===== src/rtl/ov7670_capture_ctrl.sv =====
`timescale 1ns/1ps
// ov7670_capture_ctrl
// Camera capture controller in the OV7670 pixel-clock domain. Pairs the
// 8-bit camera byte stream into 16-bit frame-buffer writes, with
// frame-aligned arming, single-shot or continuous capture, RGB565 or
// YUYV-to-gray output, optional 2:1 decimation in both axes, and sticky
// line/frame geometry error flags.
module ov7670_capture_ctrl #(
  parameter int H_ACTIVE = 640,
  parameter int V_ACTIVE = 480,
  parameter int ADDR_W   = 19
) (
  input  logic              pclk,
  input  logic              reset,
  input  logic              href,
  input  logic              vsync,
  input  logic [7:0]        data,
  input  logic              cap_en,
  input  logic              single_shot,
  input  logic              fmt,
  input  logic              decim,
  output logic              we,
  output logic [ADDR_W-1:0] wAddr,
  output logic [15:0]       wData,
  output logic              frame_start,
  output logic              frame_done,
  output logic              busy,
  output logic              err_line,
  output logic              err_frame,
  output logic [7:0]        frame_cnt
);

  // Byte counter saturates one past a full line so an over-long line is
  // still distinguishable from a correct one; same idea for the line counter.
  localparam int BC_W = $clog2(2*H_ACTIVE+2);
  localparam int LC_W = $clog2(V_ACTIVE+2);
  localparam int XW   = BC_W-1;

  localparam logic [BC_W-1:0] BC_FULL = BC_W'(2*H_ACTIVE);
  localparam logic [BC_W-1:0] BC_MAX  = BC_W'(2*H_ACTIVE+1);
  localparam logic [LC_W-1:0] LC_FULL = LC_W'(V_ACTIVE);
  localparam logic [LC_W-1:0] LC_MAX  = LC_W'(V_ACTIVE+1);
  localparam logic [XW-1:0]   X_LIM   = XW'(H_ACTIVE);

  typedef enum logic [1:0] {
    S_IDLE,
    S_ARM,
    S_ACTIVE
  } state_t;

  state_t state, state_nxt;

  // Input history for edge detection
  logic vsync_q, href_q;
  logic frame_begin, frame_end, line_end;

  // Per-frame configuration, frozen at frame start
  logic fmt_l, decim_l, ss_l;

  // Geometry tracking and pixel assembly
  logic [BC_W-1:0]   byte_cnt;
  logic [LC_W-1:0]   line_cnt;
  logic [ADDR_W-1:0] wptr;
  logic [7:0]        hold;

  // Decoded per-cycle events
  logic start_evt, end_evt, capture_byte, line_evt;

  // Derived datapath values
  logic [XW-1:0]   pix_x;
  logic            x_in, y_in, keep, wr_pix;
  logic [15:0]     pixel;
  logic [BC_W-1:0] byte_inc;
  logic [LC_W-1:0] line_inc, lines_at_end;

  assign frame_begin = vsync_q & ~vsync;
  assign frame_end   = ~vsync_q & vsync;
  assign line_end    = href_q & ~href;

  // Register previous-cycle vsync/href for edge detection.
  // NOTE: clocked state is always assigned with <= so every flop samples
  // the pre-edge value of its neighbours; = here would create ordering races.
  always_ff @(posedge pclk or negedge reset) begin
    if (!reset) begin
      vsync_q <= 1'b0;
      href_q  <= 1'b0;
    end else begin
      vsync_q <= vsync;
      href_q  <= href;
    end
  end

  // FSM state register.
  always_ff @(posedge pclk or negedge reset) begin
    if (!reset) state <= S_IDLE;
    else        state <= state_nxt;
  end

  // FSM next-state: arm on enable, start on frame begin, never abort mid-frame.
  // NOTE: every always_comb output gets a default first so no path leaves
  // it unassigned, which would otherwise infer a latch.
  always_comb begin
    state_nxt = state;
    case (state)
      S_IDLE:   if (cap_en) state_nxt = S_ARM;
      S_ARM: begin
        if (!cap_en)          state_nxt = S_IDLE;
        else if (frame_begin) state_nxt = S_ACTIVE;
      end
      S_ACTIVE: if (frame_end) state_nxt = (ss_l || !cap_en) ? S_IDLE : S_ARM;
      default:  state_nxt = S_IDLE;
    endcase
  end

  // FSM output decode: events that steer the datapath this cycle.
  always_comb begin
    start_evt    = 1'b0;
    end_evt      = 1'b0;
    capture_byte = 1'b0;
    line_evt     = 1'b0;
    case (state)
      S_ARM:    start_evt = cap_en & frame_begin;
      S_ACTIVE: begin
        end_evt      = frame_end;
        // Frame end wins over href: a byte arriving with it is dropped.
        capture_byte = href & ~frame_end;
        line_evt     = line_end;
      end
      default:  ;
    endcase
  end

  assign pix_x    = byte_cnt[BC_W-1:1];
  assign x_in     = pix_x < X_LIM;
  assign y_in     = line_cnt < LC_FULL;
  assign keep     = ~decim_l | (~pix_x[0] & ~line_cnt[0]);
  assign wr_pix   = capture_byte & byte_cnt[0] & x_in & y_in & keep;
  assign pixel    = fmt_l ? {hold[7:3], hold[7:2], hold[7:3]} : {hold, data};
  assign byte_inc = (byte_cnt == BC_MAX) ? byte_cnt : byte_cnt + BC_W'(1);
  assign line_inc = (line_cnt == LC_MAX) ? line_cnt : line_cnt + LC_W'(1);
  // A line closing on the same edge as the frame is counted before the check.
  assign lines_at_end = line_evt ? line_inc : line_cnt;

  // Status outputs: one-cycle frame pulses, busy, frame counter.
  always_ff @(posedge pclk or negedge reset) begin
    if (!reset) begin
      frame_start <= 1'b0;
      frame_done  <= 1'b0;
      busy        <= 1'b0;
      frame_cnt   <= 8'd0;
    end else begin
      frame_start <= start_evt;
      frame_done  <= end_evt;
      busy        <= (state_nxt != S_IDLE);
      if (end_evt) frame_cnt <= frame_cnt + 8'd1;
    end
  end

  // Latch per-frame configuration when a capture frame starts.
  always_ff @(posedge pclk or negedge reset) begin
    if (!reset) begin
      fmt_l   <= 1'b0;
      decim_l <= 1'b0;
      ss_l    <= 1'b0;
    end else if (start_evt) begin
      fmt_l   <= fmt;
      decim_l <= decim;
      ss_l    <= single_shot;
    end
  end

  // Byte/line counters and the even-byte hold register.
  always_ff @(posedge pclk or negedge reset) begin
    if (!reset) begin
      byte_cnt <= '0;
      line_cnt <= '0;
      hold     <= 8'd0;
    end else if (start_evt) begin
      byte_cnt <= '0;
      line_cnt <= '0;
    end else begin
      if (capture_byte) begin
        byte_cnt <= byte_inc;
        if (!byte_cnt[0]) hold <= data;
      end
      // href is low on a line end, so this never collides with a capture.
      if (line_evt) begin
        byte_cnt <= '0;
        line_cnt <= line_inc;
      end
    end
  end

  // Frame-buffer write port: registered strobe, address and data.
  always_ff @(posedge pclk or negedge reset) begin
    if (!reset) begin
      we    <= 1'b0;
      wAddr <= '0;
      wData <= 16'd0;
      wptr  <= '0;
    end else begin
      we <= wr_pix;
      if (start_evt) begin
        wptr <= '0;
      end else if (wr_pix) begin
        wAddr <= wptr;
        wData <= pixel;
        wptr  <= wptr + ADDR_W'(1);
      end
    end
  end

  // Sticky geometry errors, cleared only when a new capture frame starts.
  always_ff @(posedge pclk or negedge reset) begin
    if (!reset) begin
      err_line  <= 1'b0;
      err_frame <= 1'b0;
    end else if (start_evt) begin
      err_line  <= 1'b0;
      err_frame <= 1'b0;
    end else begin
      if (line_evt && byte_cnt != BC_FULL)     err_line  <= 1'b1;
      if (end_evt && lines_at_end != LC_FULL) err_frame <= 1'b1;
    end
  end

endmodule


===== config.mk =====
export PLATFORM = sky130hd
export DESIGN_NAME = ov7670_capture_ctrl
export DESIGN_NICKNAME = d
export VERILOG_FILES = /design/src/rtl/ov7670_capture_ctrl.sv
export SDC_FILE = /design/constraint.sdc
export NUM_CORES = 1
export LEC_CHECK = 0
export ABC_AREA = 1
export BUFFER_PORTS_ARGS = -buffer_cell sky130_fd_sc_hd__buf_2
export CAP_MARGIN = 10
export CORE_AREA = 2 2 137 152
export CTS_BUF_LIST = sky130_fd_sc_hd__clkbuf_2
export DETAILED_ROUTE_END_ITERATION = 8
export DIE_AREA = 0 0 139 154
export HOLD_SLACK_MARGIN = 0.06
export PLACE_DENSITY = 0.4
export SYNTH_ARGS = -nofsm -noshare
export SYNTH_HDL_FRONTEND = slang
export SYNTH_SLANG_ARGS = --single-unit

===== constraint.sdc =====
create_clock -name pclk -period 1.6 [get_ports pclk]
set_input_delay 0.48 -clock pclk [delete_from_list [all_inputs] [get_ports pclk]]
set_output_delay 0.48 -clock pclk [all_outputs]
set_load 0.005 [all_outputs]

==> impl_metrics.toml, run 1 <==
[status]
status = "complete, but fails checks"
violations = "negative setup slack"

[cts]
cts_buffers = 9
root_buffer = "clkbuf_2"
clock_latency_ns = 0.66
cts_tree = "done"
clk_pin_slew_ns = 0.36
htree_num_levels = 3
ctsLongestPathBuffers = 2
clock_sinks = 103

[pwr]
ir_worst_vdd_v = 0.000396
seqPwrFrac = 0.461
p_int_mw = 4.91
p_per_area_nw_per_um2 = 929
combPwrFrac = 0.349
switchingPower_mw = 2.72
p_leak_nw = 4.21
p_clk_frac = 0.190
power.share.switching = 0.356

[timing]
fin_worst_skew_ns = 0.0712
rsz0062_at_grt = "true"
fin_ws_ns = -0.176
slew_violations = 0
fin_crit_ns = 1.78
slew_headroom = 0.675
tightest_slew_ns = 0.487
post-route-period-util = 1.11
setup_viol_count_final = 120
fmax_mhz = 563
hold_viol_final = 0

[cells_and_area]
fin_util = 0.417
final_nets = 859
drive_gt1_frac = 0.514
syn_to_final_growth_pct = 67.7

[setup_path]
worstSetupPathType = "flip-flop to output pin"
cp_num_buf_inv = 1
crit_arrival_ns = 1.30
crit_path_max_fanout = 2
startpoint_type = "flip-flop"
required_ns = 1.12
max_stage_delay_ns = 0.48
crit_path_end_kind = "output pin"
path_cells = "buf_2"
cp_top_family = "flip-flops"
reg2reg_slack_ns = -0.15
cpMaxStageDelayCell = "dfrtp_1"

[drt]
antenna_left = 0
drc = 0
vias = 4765
dr.pass1.iters = 4
wl_um = 15300
initialDrtViolationCount = 209
drt-wirelength-per-cell_um = 14.0
via_per_inst = 4.36

[logic_synthesis]
synth_fp_nets = 618
netlist_area_um2 = 4900
yosys.area.top_type_share = 0.526
ys_seq_area_frac = 0.526
synth_ff_type = "dfrtp_1"
syn_area_per_cell_um2 = 8.24
synth_seq_cells = 103
async_flop_share = 1.00
synth_area_leader_cell = "dfrtp_1"
yosysWarningCount = 0
synthTopCellsByArea = "dfrtp_1 53%, nand2_1 14%, inv_1 5.4%"
synth_edf_count = 0
synth.distinct_cells = 39
synth_cells = 595

[grt]
grt_usage = 0.133
grt_pass1_wl_um = 22900
antenna_found_initial = 1
grt_max_degree = 31
grt_overflow = 0
grt_pass1_vias = 4564

[floorplanning]
core_area_um2 = 19700
dieHeight_um = 154
boundaryPins = 65
fp.dieW_um = 139
num_rows = 54
start_util = 0.249
die-area_um2 = 21400

[worst_hold_path]
hp-class = "primary input to asynchronous set/reset pin"

[placement]
portBuffers = 64
place_ws_ns = -0.288
dp_hpwl_um = 9620
gp_congestion = 0.790

[job]
max_cap_viol_count = 0
Yosys cell counts (2+ instances only):
library cell and number:
inv_1 70, inv_2 3, xor2_1 11, nand2_2 4, buf_6 2, nor2_4 4, a31oi_1 2, nor2_1 49
o21a_1 3, dfrtp_1 103, o21ai_0 44, buf_2 5, nor4_1 2, o21ai_1 10, buf_4 2, ha_1 7
nand2_1 180, nand4_1 8, nor3_2 5, nor3_1 9, a21oi_1 17, xnor2_1 2, nand3_1 32, clkbuf_1 6
state kept, by name, summed over array words and instances (netlist names):
signal / count
wAddr: 19
wptr: 19
wData: 16
byte_cnt: 11
line_cnt: 9
frame_cnt: 8
hold: 8
state: 2
busy: 1
decim_l: 1
err_frame: 1
err_line: 1
fmt_l: 1
frame_done: 1
frame_start: 1
href_q: 1
ss_l: 1
vsync_q: 1
we: 1
area by class of cell:
| type | count | area [um2] |
|---|---|---|
| Clock inverter | 7 | 91.3 |
| Clock buffer | 9 | 45.0 |
| Tap cell | 252 | 315 |
| Multi-Input combinational cell | 402 | 2670 |
| Antenna cell | 1 | 2.50 |
| Sequential cell | 103 | 2580 |
| Inverter | 75 | 304 |
| Timing Repair Buffer | 245 | 2210 |
| Fill cell | 1977 | 11500 |
power by group through the flow:
stage	Sequential (mW)	Clock [mW]	Combinational [mW]
after global placement	3.56	0	1.66
after floorplan	3.50	0	0.832
after global routing	3.60	1.61	2.97
after detailed placement	3.57	0	1.67
after CTS	3.50	1.51	2.03
final	3.52	1.45	2.67
worst reg2reg max path, cell delays in order, from the launching register on:
cell and delay, ns:
dfrtp_1 0.49, buf_6 0.13, buf_6 0.10, buf_6 0.11, nand3_4 0.09, nor3_4 0.07, buf_6 0.12, nor2_4 0.18
nand2_4 0.10, buf_4 0.15, a31oi_4 0.12, a21oi_2 0.04
kinds of logic after synthesis:
group | Yosys count | synth area share
AND/OR/NAND/NOR | 301 | 0.272
XOR/XNOR | 13 | 0.0232
buffers and inverters | 91 | 0.0760
flip-flops | 103 | 0.526
adder cells (fa/ha/maj) | 7 | 0.0179
AO/OA/AOI/OAI | 80 | 0.0857
routing by layer:
layer	share of wire	GRT usage
met5	0	0
met4	0.016	0.0515
met2	0.53	0.235
met1	0.43	0.162
met3	0.026	0.0209
what timing repair did:
action,in CTS,in global routing
hold buffers,14,0
pin swaps,14,61
endpoints found under the hold margin,116,0
setup buffers,40,53
gates resized for setup,66,226
setup endpoints to repair,103,125
gates cloned,3,9
cells in the final DEF, fill, tap and decap left out, drive strengths merged, types with 7 or more instances in the layout:
| cell | count |
|---|---|
| o21ai | 54 |
| nand4 | 9 |
| dlygate4sd3 | 14 |
| nor2 | 53 |
| dfrtp | 103 |
| nand3 | 33 |
| inv | 78 |
| buf | 225 |
| nor3 | 15 |
| a21oi | 17 |
| xor2 | 11 |
| nand2 | 186 |
| clkbuf | 15 |
| ha | 7 |
per-stage QoR:
stage | total power [mW] | cell area, um2 | setup TNS, ns | hold WS, ns | instances
6_report | 7.63 | 8220 | -10.56 | 0.163 | 1094
5_1_grt | 8.18 | 8220 | -22.69 | 0.126 | 1094
4_1_cts | 7.04 | 6920 | -10.01 | 0.113 | 1033
3_5_place_dp | 5.24 | 6000 | -9.91 | 0.411 | 960
3_3_place_gp | 5.22 | 6000 | -10.72 | 0.409 | 960
2_1_floorplan | 4.34 | 4900 | 0 | 0.184 | 595
worst paths after layout:
kind,startpoint,end,cells past startpoint
setup / recovery,wData[15]$_DFFE_PN0P_,wData[15],1
hold / removal,reset,wData[6]$_DFFE_PN0P_,2
setup reg to reg,state[0]$_DFF_PN0_,byte_cnt[6]$_DFFE_PN0P_,11
hold reg to reg,wAddr[12]$_DFFE_PN0P_,wAddr[12]$_DFFE_PN0P_,2
max in group asynchronous,reset,wAddr[12]$_DFFE_PN0P_,3
min in group pclk,cap_en,state[0]$_DFF_PN0_,4
No activity file was read; power rests on OpenSTA's default activity.
==> inputs of run 2 (changes only) <==
CELL_PAD_IN_SITES_DETAIL_PLACEMENT = 2   (was default)
CELL_PAD_IN_SITES_GLOBAL_PLACEMENT = 2   (was default)
PLACE_DENSITY = 0.61   (was 0.4)
==> run 2 against run 1 <==
  * The flow still finishes with violations (negative setup slack)
  * Maximum frequency fell by 3.6%
  * Non-clock buffer count did not move
  * Die area did not move
  * Global-route usage rose by 2.9 points
  * Register-to-register slack got worse by 0.09 ns
  * Wire length rose by 29%
  * Highest routed layer unchanged
==> impl_metrics.toml, run 2 (same netlist as run 1, synthesis figures left out) <==
[status]
status = "complete, but fails checks"
violations = "negative setup slack"

[drt]
drt-wirelength-per-cell_um = 18.1
wl_um = 19800
vias = 4993
dr.pass1.iters = 4
via_per_inst = 4.56
antenna_left = 0
initialDrtViolationCount = 134
drc = 0

[job]
max_cap_viol_count = 0

[pwr]
p_total_mw = 8.22
ir_worst_vdd_v = 0.000483
p_per_area_nw_per_um2 = 998
p_leak_nw = 4.24

[cts]
cts_tree = "done"
clk_pin_slew_ns = 0.34
cts_buffers = 9
clock_latency_ns = 0.68
ctsLongestPathBuffers = 2
clock_sinks = 103
htree_num_levels = 3
root_buffer = "clkbuf_2"

[placement]
portBuffers = 64
gp_congestion = 0.793
dp_hpwl_um = 11400
place_area_um2 = 6050
dp.cells = 970

[timing]
setup_viol_count_final = 97
hold_viol_final = 0
rsz0062_at_grt = "true"
fin_worst_skew_ns = 0.0490
slew_violations = 0
tightest_slew_ns = 0.538
fin_ws_ns = -0.242
fmax_mhz = 543
fin_crit_ns = 1.84
post-route-period-util = 1.15
holdWs_ns = 0.110
slew_headroom = 0.641

[setup_path]
startpoint_type = "flip-flop"
required_ns = 2.24
crit_path_max_fanout = 4
crit_arrival_ns = 2.48
worstSetupPathType = "flip-flop to flip-flop"
crit_path_end_kind = "flip-flop"
r2r_cells = 10

[grt]
grt_pass1_wl_um = 28100
grt_pass1_vias = 5438
grt_overflow = 0
grt_usage = 0.162
antenna_found_initial = 1
grt_max_degree = 35

[cells_and_area]
fill_cells = 2137
syn_to_final_growth_pct = 68.1
ff_latch_area_um2 = 2580
layout_common_cells = "121 x buf_4, 108 x nand2_1, 99 x dfrtp_1"
final_cells = 1094
multi_input_area_um2 = 2870
layout_commonest_cell = "buf_4"
fin_area_um2 = 8240
final_nets = 859
reg_top3 = "wAddr (19), wptr (19), wData (16)"
drive_gt1_frac = 0.528

[floorplanning]
die-area_um2 = 21400
fp.dieW_um = 139
boundaryPins = 65
core_area_um2 = 19700
start_util = 0.249
dieHeight_um = 154
num_rows = 54

[worst_hold_path]
hold_path_depth = 3
hp-class = "primary input to flip-flop"
==> run 2: changes by cell type in the layout (fill, tap and decap cells not counted), sizes merged <==
cell	change
inv	-3
clkinvlp	+2
buf	+1
clkbuf	-1
clkinv	+1
==> run 2: stage by stage <==
step	TNS [ns]	util	setup WS [ns]
final	-8.98	0.418	-0.242
after global routing	-18.83	0.418	-0.325
after CTS	-8.26	0.353	-0.252
after detailed placement	-14.07	0.307	-0.284
after global placement	-10.02	0.307	-0.207
after floorplan	0	-	0.0587
==> run 2: layout make-up <==
cell class	instances	share of cell area
multi-input cells	402	0.348
flip-flops and latches	103	0.313
repair buffers	245	0.248
well taps	252	0.0383
inverters	75	0.0375
clock inverters	7	0.00881
clock buffers	9	0.00547
diodes	1	0.000304
==> run 2: worst paths after layout <==
path                                       start               endpoint  slack (ns)
setup / recovery             wptr[0]$_DFFE_PN0P_   wptr[18]$_DFFE_PN0P_       -0.24
setup reg to reg             wptr[0]$_DFFE_PN0P_   wptr[18]$_DFFE_PN0P_       -0.24
max in group asynchronous                  reset    hold[7]$_DFFE_PN0P_        0.78
min in group asynchronous                  reset    wptr[0]$_DFFE_PN0P_        0.22
hold reg to reg            wData[11]$_DFFE_PN0P_  wData[11]$_DFFE_PN0P_        0.52
hold / removal                            cap_en     state[0]$_DFF_PN0_        0.11
==> run 2: power breakdown <==
group / total, mW / internal (mW) / leakage, nW / switching, mW
Clock: 1.37 / 0.364 / 0.0651 / 1.01
Combinational: 3.28 / 1.66 / 2.81 / 1.62
Sequential: 3.57 / 3.12 / 1.36 / 0.450
Total: 8.22 / 5.15 / 4.24 / 3.08
==> run 2: per-layer routing <==
layer / up-vias / track usage / wire length [um]
met1: 2546 / 0.193 / 7930
met3: 25 / 0.0243 / 337
met2: 60 / 0.304 / 11100
li1: 2362 / - / -
met4: 0 / 0.0380 / 383
met5: - / 0 / 0
==> run 2: timing repair <==
action,in CTS,in global routing
setup endpoints to repair,116,124
gates cloned,1,6
hold buffers,14,0
buffers inserted,40,50
pin swaps,19,64
endpoints found under the hold margin,98,0
resized for setup,98,228
==> run 2: worst max-delay path, stage by stage, from the launching register on <==
cell and delay (ns):
dfrtp_1 0.46, buf_4 0.15, ha_1 0.19, nand3_1 0.14
nor2_4 0.14, nand3_2 0.13, nor2_4 0.17, nand2_4 0.08
o21ai_2 0.15, nand2_1 0.07, nor2_1 0.12
